==> src/rtl/spi_temp_reader_pkg.sv <==
// Shared state encoding and default timing constants for the SPI temperature reader.
package spi_temp_pkg;

   typedef enum logic [2:0] {
      S_IDLE  = 3'd0,
      S_SETUP = 3'd1,
      S_SHIFT = 3'd2,
      S_HOLD  = 3'd3,
      S_GAP   = 3'd4
   } state_e;

   localparam int DEF_CLK_DIV    = 25;
   localparam int DEF_FRAME_BITS = 16;
   localparam int DEF_CS_SETUP   = 2;
   localparam int DEF_CS_HOLD    = 2;
   localparam int DEF_CS_IDLE    = 4;

   // Width of one counter shared by the SETUP, HOLD and GAP phases.
   function automatic int phase_cnt_width(input int a, input int b, input int c);
      int m;
      m = a;
      if (b > m) begin
         m = b;
      end else begin
         m = m;
      end
      if (c > m) begin
         m = c;
      end else begin
         m = m;
      end
      return (m < 2) ? 1 : $clog2(m + 1);
   endfunction

endpackage

==> src/rtl/spi_temp_reader_sclk_divider.sv <==
// SCLK half-period timer: while enabled, emits alternating rise/fall strobes every CLK_DIV cycles,
// starting from the low phase. Disabling it clears the count and phase.
module sclk_divider
   import spi_temp_pkg::*;
#(
   parameter int CLK_DIV = DEF_CLK_DIV
) (
   input  logic clk,
   input  logic rst,
   input  logic i_en,
   output logic o_rise,
   output logic o_fall
);

   localparam int DIV_W = $clog2(CLK_DIV);
   localparam logic [DIV_W-1:0] TERM = DIV_W'(CLK_DIV - 1);

   logic [DIV_W-1:0] r_cnt;
   logic             r_phase;
   logic             w_term;

   assign w_term = i_en && (r_cnt == TERM);
   assign o_rise = w_term && !r_phase;
   assign o_fall = w_term && r_phase;

   // Half-period count and current SCLK phase (0 = low).
   always_ff @(posedge clk or posedge rst) begin
      if (rst) begin
         r_cnt   <= '0;
         r_phase <= 1'b0;
      end else if (!i_en) begin
         r_cnt   <= '0;
         r_phase <= 1'b0;
      end else if (w_term) begin
         r_cnt   <= '0;
         r_phase <= !r_phase;
      end else begin
         r_cnt   <= r_cnt + DIV_W'(1);
         r_phase <= r_phase;
      end
   end

endmodule

==> src/rtl/spi_temp_reader.sv <==
// Read-only SPI mode-0 master: one FRAME_BITS word per accepted start, MSB first on MISO,
// result published with a one-cycle valid pulse at the moment chip select is released.
module spi_temp_reader
   import spi_temp_pkg::*;
#(
   parameter int CLK_DIV    = DEF_CLK_DIV,
   parameter int FRAME_BITS = DEF_FRAME_BITS,
   parameter int CS_SETUP   = DEF_CS_SETUP,
   parameter int CS_HOLD    = DEF_CS_HOLD,
   parameter int CS_IDLE    = DEF_CS_IDLE
) (
   input  logic                  clk,
   input  logic                  rst,
   input  logic                  start,
   input  logic                  spi_miso,
   output logic                  spi_sclk,
   output logic                  spi_cs_n,
   output logic [FRAME_BITS-1:0] temp_data,
   output logic                  data_valid,
   output logic                  busy,
   output logic                  overrun
);

   localparam logic [2:0] ST_IDLE  = S_IDLE;
   localparam logic [2:0] ST_SETUP = S_SETUP;
   localparam logic [2:0] ST_SHIFT = S_SHIFT;
   localparam logic [2:0] ST_HOLD  = S_HOLD;
   localparam logic [2:0] ST_GAP   = S_GAP;

   localparam int CNT_W = phase_cnt_width(CS_SETUP, CS_HOLD, CS_IDLE);
   localparam int BIT_W = $clog2(FRAME_BITS + 1);

   // The IDLE cycle that accepts the next start also has cs_n high, so GAP is one cycle
   // shorter than the required high time; with CS_IDLE = 1 HOLD returns straight to IDLE.
   localparam int         GAP_CYC   = (CS_IDLE > 1) ? CS_IDLE - 1 : 1;
   localparam logic [2:0] HOLD_EXIT = (CS_IDLE > 1) ? ST_GAP : ST_IDLE;

   localparam logic [CNT_W-1:0] SETUP_LAST = CNT_W'(CS_SETUP - 1);
   localparam logic [CNT_W-1:0] HOLD_LAST  = CNT_W'(CS_HOLD - 1);
   localparam logic [CNT_W-1:0] GAP_LAST   = CNT_W'(GAP_CYC - 1);
   localparam logic [BIT_W-1:0] LAST_BIT   = BIT_W'(FRAME_BITS - 1);

   logic [2:0]            r_state;
   logic [CNT_W-1:0]      r_cnt;
   logic [BIT_W-1:0]      r_bit_cnt;
   logic [FRAME_BITS-1:0] r_shift;
   logic                  r_sclk;
   logic                  r_cs_n;
   logic [FRAME_BITS-1:0] r_temp;
   logic                  r_valid;
   logic                  r_busy;
   logic                  r_overrun;

   logic [2:0]            w_state_nxt;
   logic [CNT_W-1:0]      w_cnt_nxt;
   logic [BIT_W-1:0]      w_bit_nxt;
   logic [FRAME_BITS-1:0] w_shift_nxt;
   logic                  w_load;
   logic                  w_sclk_nxt;
   logic                  w_div_en;
   logic                  w_rise;
   logic                  w_fall;

   assign w_div_en = (r_state == ST_SHIFT);

   sclk_divider #(
      .CLK_DIV (CLK_DIV)
   ) u_sclk_divider (
      .clk    (clk),
      .rst    (rst),
      .i_en   (w_div_en),
      .o_rise (w_rise),
      .o_fall (w_fall)
   );

   // Frame sequencing: next state, phase/bit counters and the receive shift register.
   always_comb begin
      w_state_nxt = r_state;
      w_cnt_nxt   = r_cnt;
      w_bit_nxt   = r_bit_cnt;
      w_shift_nxt = r_shift;
      w_load      = 1'b0;
      case (r_state)
         ST_IDLE: begin
            if (start) begin
               w_state_nxt = ST_SETUP;
               w_cnt_nxt   = '0;
               w_bit_nxt   = '0;
               w_shift_nxt = {FRAME_BITS{1'b0}};
            end else begin
               w_state_nxt = ST_IDLE;
            end
         end
         ST_SETUP: begin
            if (r_cnt == SETUP_LAST) begin
               w_state_nxt = ST_SHIFT;
               w_cnt_nxt   = '0;
               w_bit_nxt   = '0;
            end else begin
               w_cnt_nxt = r_cnt + CNT_W'(1);
            end
         end
         ST_SHIFT: begin
            // Sample on the clk edge that raises SCLK; the sensor changes data on the fall.
            if (w_rise) begin
               w_shift_nxt = {r_shift[FRAME_BITS-2:0], spi_miso};
            end else begin
               w_shift_nxt = r_shift;
            end
            if (w_fall) begin
               if (r_bit_cnt == LAST_BIT) begin
                  w_state_nxt = ST_HOLD;
                  w_bit_nxt   = '0;
                  w_cnt_nxt   = '0;
               end else begin
                  w_bit_nxt = r_bit_cnt + BIT_W'(1);
               end
            end else begin
               w_bit_nxt = r_bit_cnt;
            end
         end
         ST_HOLD: begin
            if (r_cnt == HOLD_LAST) begin
               w_state_nxt = HOLD_EXIT;
               w_cnt_nxt   = '0;
               w_load      = 1'b1;
            end else begin
               w_cnt_nxt = r_cnt + CNT_W'(1);
            end
         end
         ST_GAP: begin
            if (r_cnt == GAP_LAST) begin
               w_state_nxt = ST_IDLE;
               w_cnt_nxt   = '0;
            end else begin
               w_cnt_nxt = r_cnt + CNT_W'(1);
            end
         end
         default: begin
            w_state_nxt = ST_IDLE;
            w_cnt_nxt   = '0;
            w_bit_nxt   = '0;
            w_shift_nxt = {FRAME_BITS{1'b0}};
         end
      endcase
   end

   // SCLK level following the divider strobes.
   always_comb begin
      if (w_rise) begin
         w_sclk_nxt = 1'b1;
      end else if (w_fall) begin
         w_sclk_nxt = 1'b0;
      end else begin
         w_sclk_nxt = r_sclk;
      end
   end

   // State and registered outputs; SCLK is forced low outside SHIFT so it never runs with cs_n high.
   always_ff @(posedge clk or posedge rst) begin
      if (rst) begin
         r_state   <= ST_IDLE;
         r_cnt     <= '0;
         r_bit_cnt <= '0;
         r_shift   <= {FRAME_BITS{1'b0}};
         r_sclk    <= 1'b0;
         r_cs_n    <= 1'b1;
         r_temp    <= {FRAME_BITS{1'b0}};
         r_valid   <= 1'b0;
         r_busy    <= 1'b0;
         r_overrun <= 1'b0;
      end else begin
         r_state   <= w_state_nxt;
         r_cnt     <= w_cnt_nxt;
         r_bit_cnt <= w_bit_nxt;
         r_shift   <= w_shift_nxt;
         r_sclk    <= (w_state_nxt == ST_SHIFT) ? w_sclk_nxt : 1'b0;
         r_cs_n    <= (w_state_nxt == ST_IDLE) || (w_state_nxt == ST_GAP);
         r_temp    <= w_load ? r_shift : r_temp;
         r_valid   <= w_load;
         r_busy    <= (w_state_nxt != ST_IDLE);
         r_overrun <= start && (r_state != ST_IDLE);
      end
   end

   assign spi_sclk   = r_sclk;
   assign spi_cs_n   = r_cs_n;
   assign temp_data  = r_temp;
   assign data_valid = r_valid;
   assign busy       = r_busy;
   assign overrun    = r_overrun;

endmodule

==> config.mk <==
export PLATFORM = sky130hd
export DESIGN_NAME = spi_temp_reader
export DESIGN_NICKNAME = d
export VERILOG_FILES = /design/src/rtl/spi_temp_reader_pkg.sv /design/src/rtl/spi_temp_reader_sclk_divider.sv /design/src/rtl/spi_temp_reader.sv
export SDC_FILE = /design/constraint.sdc
export NUM_CORES = 1
export LEC_CHECK = 0
export ABC_CLOCK_PERIOD_IN_PS = 1700
export CAP_MARGIN = 5
export CORE_MARGIN = 1
export CORE_UTILIZATION = 51
export CTS_CLUSTER_SIZE = 16
export DETAILED_ROUTE_END_ITERATION = 8
export PLACE_DENSITY = 0.86
export SLEW_MARGIN = 20
export SYNTH_ARGS = -nofsm -noshare
export SYNTH_HDL_FRONTEND = slang
export SYNTH_SLANG_ARGS = --single-unit
==> constraint.sdc <==
create_clock -name clk -period 1.7 [get_ports clk]
set_input_delay 0.425 -clock clk [delete_from_list [all_inputs] [get_ports clk]]
set_output_delay 0.425 -clock clk [all_outputs]
set_load 0.02 [all_outputs]
==> results of run 1 <==
## area by class of cell
| type | instances | area share [%] |
|---|---|---|
| flip-flops and latches | 54 | 42.6 |
| multi-input cells | 132 | 31.4 |
| repair buffers | 51 | 17.3 |
| inverters | 24 | 2.95 |
| well taps | 67 | 2.63 |
| clock buffers | 6 | 2.59 |
| clock inverters | 2 | 0.511 |
## flip-flops by register name, summed over array words and instances, names as in the netlist, 3 cells and up
register / cells
r_cnt: 3
r_shift: 16
r_bit_cnt: 5
r_state: 3
u_sclk_divider.r_cnt: 5
temp_data: 16
## cell families (layout without fill, tap and decap cells)
| family | count (synthesis) | after routing | synth area share, % |
|---|---|---|---|
| flip-flops | 54 | 54 | 54.3 |
| adder cells (fa/ha/maj) | 3 | 3 | 1.51 |
| multiplexers | 18 | 18 | 8.04 |
| XOR/XNOR | 4 | 4 | 1.41 |
| buffers and inverters | 36 | 83 | 6.99 |
| AO/OA/AOI/OAI | 38 | 38 | 10.4 |
| AND/OR/NAND/NOR | 69 | 69 | 17.3 |
## report_power, final
part	internal, W	leakage (nW)	switching (W)
Sequential	0.00151	0.734	0.000210
Clock	0.000336	0.0478	0.000425
Combinational	0.000980	0.878	0.00104
Total	0.00283	1.66	0.00168
## path summary, 6_finish.rpt
check | from | end | slack (ns) | cells after the start
min in group clk | temp_data[5]$_DFFE_PP0P_ | temp_data[5]$_DFFE_PP0P_ | 0.49 | 1
min reg2reg | temp_data[5]$_DFFE_PP0P_ | temp_data[5]$_DFFE_PP0P_ | 0.49 | 1
min | rst | overrun$_DFF_PP0_ | 0.43 | 2
max reg2reg | u_sclk_divider.r_cnt[1]$_DFF_PP0_ | r_shift[9]$_DFFE_PP0P_ | -0.02 | 7
max in group asynchronous | rst | spi_cs_n$_DFF_PP1_ | 0.80 | 3
max | u_sclk_divider.r_cnt[1]$_DFF_PP0_ | r_shift[9]$_DFFE_PP0P_ | -0.02 | 7
## repair_timing
| action | in CTS | in global routing |
|---|---|---|
| buffers inserted | 0 | 4 |
| gates cloned | 0 | 2 |
| pin swaps | 0 | 3 |
| gates resized for setup | 12 | 18 |
| setup endpoints to repair | 14 | 33 |
## critical path: cells and delay by family, from the launching register on
kind                     cells  cell delay, ns
AO/OA/AOI/OAI                2            0.48
buffers and inverters        2            0.23
adder cells (fa/ha/maj)      1            0.19
flip-flops                   1            0.36
AND/OR/NAND/NOR              2            0.34
## layer usage
metal / global-route usage, % / up-vias / wire length (um)
met1: 25.1 / 911 / 2100
met5: 0 / - / 0
met2: 34.3 / 54 / 2660
li1: - / 855 / -
met3: 5.06 / 13 / 260
met4: 6.75 / 0 / 125
## synthesized netlist by cell type (2+ instances only)
cell type	n
a211o_1	2
a21oi_1	3
a31oi_1	3
and3_1	2
buf_2	7
buf_6	4
dfrtp_1	53
ha_1	3
inv_1	24
mux2_1	9
mux2_2	7
mux2i_1	2
nand2_1	12
nand3_1	20
nor2_1	7
nor2b_1	2
nor3_1	3
nor3b_1	5
nor4_1	2
o21a_1	3
o21ai_1	17
or2_1	2
xnor2_1	2
xor2_1	2
## metrics by stage
stage | utilization [%] | TNS, ns | hold WS (ns) | cells | setup slack, ns
after floorplan | - | 0 | 0.448 | 222 | 0.0912
after global placement | 62.5 | -3.32 | 0.460 | 322 | -0.227
after detailed placement | 62.5 | -4.51 | 0.474 | 322 | -0.254
after CTS | 64.4 | 0 | 0.434 | 330 | 0.00132
after global routing | 67.4 | -0.175 | 0.442 | 336 | -0.0594
final | 67.4 | -0.0160 | 0.427 | 336 | -0.0160
==> impl_metrics.json, run 1 <==
{
  "final_cell_mix": "dfrtp_1, inv_1, nand3_1, buf_4, o21ai_1",
  "cp.required_ns": 1.88,
  "grt_pass1_wl_mm": 8.03,
  "routed_via_density": 5.46,
  "yosysUniqueCellTypes": 50,
  "h-tree-depth": 2,
  "grt_max_degree": 33,
  "fillCellCount": 356,
  "synthesis.area_um2": 2490,
  "coreArea_um2": 4720,
  "startpoint_type": "flip-flop",
  "antenna_found_initial": 0,
  "rows": 25,
  "worstPathArrival_ns": 1.90,
  "multi_input_area_um2": 998,
  "synthFlopType": "dfrtp_1",
  "clk_pin_slew_ns": 0.10,
  "die_y_um": 71.9,
  "yosysWarnings": 0,
  "place_area_um2": 2950,
  "critPathKind": "flip-flop to flip-flop",
  "fin_ws_ns": -0.0160,
  "hold_class": "input pin to asynchronous set/reset pin",
  "cts_hold_buf": 0,
  "finClkSkew_ns": 0.00489,
  "rsz0062_at_grt": "true",
  "violations": "negative setup slack",
  "initialDrtViolationCount": 117,
  "postSynthAreaPerCell_um2": 11.2,
  "slew_headroom_pct": 74.3,
  "drc_errors": 0,
  "routabilityCongestion": 0.855,
  "io_buffers": 24,
  "drt_pass1_iterations": 4,
  "synth_area_leaders": "dfrtp_1, mux2_1, nand3_1",
  "synth_edf_count": 0,
  "ys_ff_latch": 54,
  "seq_area_um2": 1360,
  "netlist.area_leader.share_pct": 53.3,
  "synth.net_count": 229,
  "final_nets": 275,
  "async_flop_share_pct": 100,
  "max_freq_ghz": 0.583,
  "status": "finished, violations left",
  "cts_buffers": 5,
  "post-dp-hpwl_mm": 3.31,
  "overflow": 0,
  "power.total_w": 0.00451,
  "path_max_fanout": 8,
  "critPathSlowestCell": "a211o_4",
  "fin_crit_sh_pct": 101,
  "fp.dieArea_um2": 5160,
  "finalMaxSlewViolations": 0,
  "power_density_nw_per_um2": 1420,
  "fin_area_um2": 3180,
  "wl_mm": 5.15,
  "fin_crit_ns": 1.72,
  "ys_seq_area_share_pct": 54.3,
  "peakVddDrop_v": 0.000848,
  "cts.sinks": 54,
  "finalSetupViolations": 1,
  "maxCapViolations": 0,
  "area_delta_synth_final_pct": 27.9,
  "cts_buffer_depth": 2,
  "final_common_cell": "dfrtp_1",
  "grt_usage_pct": 20.1,
  "vias": 1833,
  "syn_inst": 222,
  "start_util_pct": 52.7,
  "wl_per_cell_um": 15.3,
  "hold_viol": 0,
  "diodes": 0,
  "drive_gt1_share_pct": 23.4,
  "critPathCaptureType": "flip-flop",
  "drtAntennaViolNets": 0,
  "tightest_slew_ns": 0.376,
  "ios": 25,
  "p_leak_nw": 1.66,
  "slowest_delay_ns": 0.38,
  "root_buffer": "clkbuf_8",
  "path_cells": "inv_1, ha_2, and4b_2, a211o_4, clkbuf_16, nand3_1, o21ai_1",
  "die_x_um": 71.9,
  "clk_latency_ns": 0.30,
  "grt_pass1_vias": 1801,
  "synth_top_area_cell": "dfrtp_1",
  "cts_tree": "yes"
}
Power figures use the tool's default switching activity.
==> run 2, diff against run 1 <==
CAP_MARGIN = not set   (was 5)
HOLD_SLACK_MARGIN = 0.03   (was not set)
==> results of run 2 <==
Same layout as run 1: the final DEF is identical, and so are final timing and power.
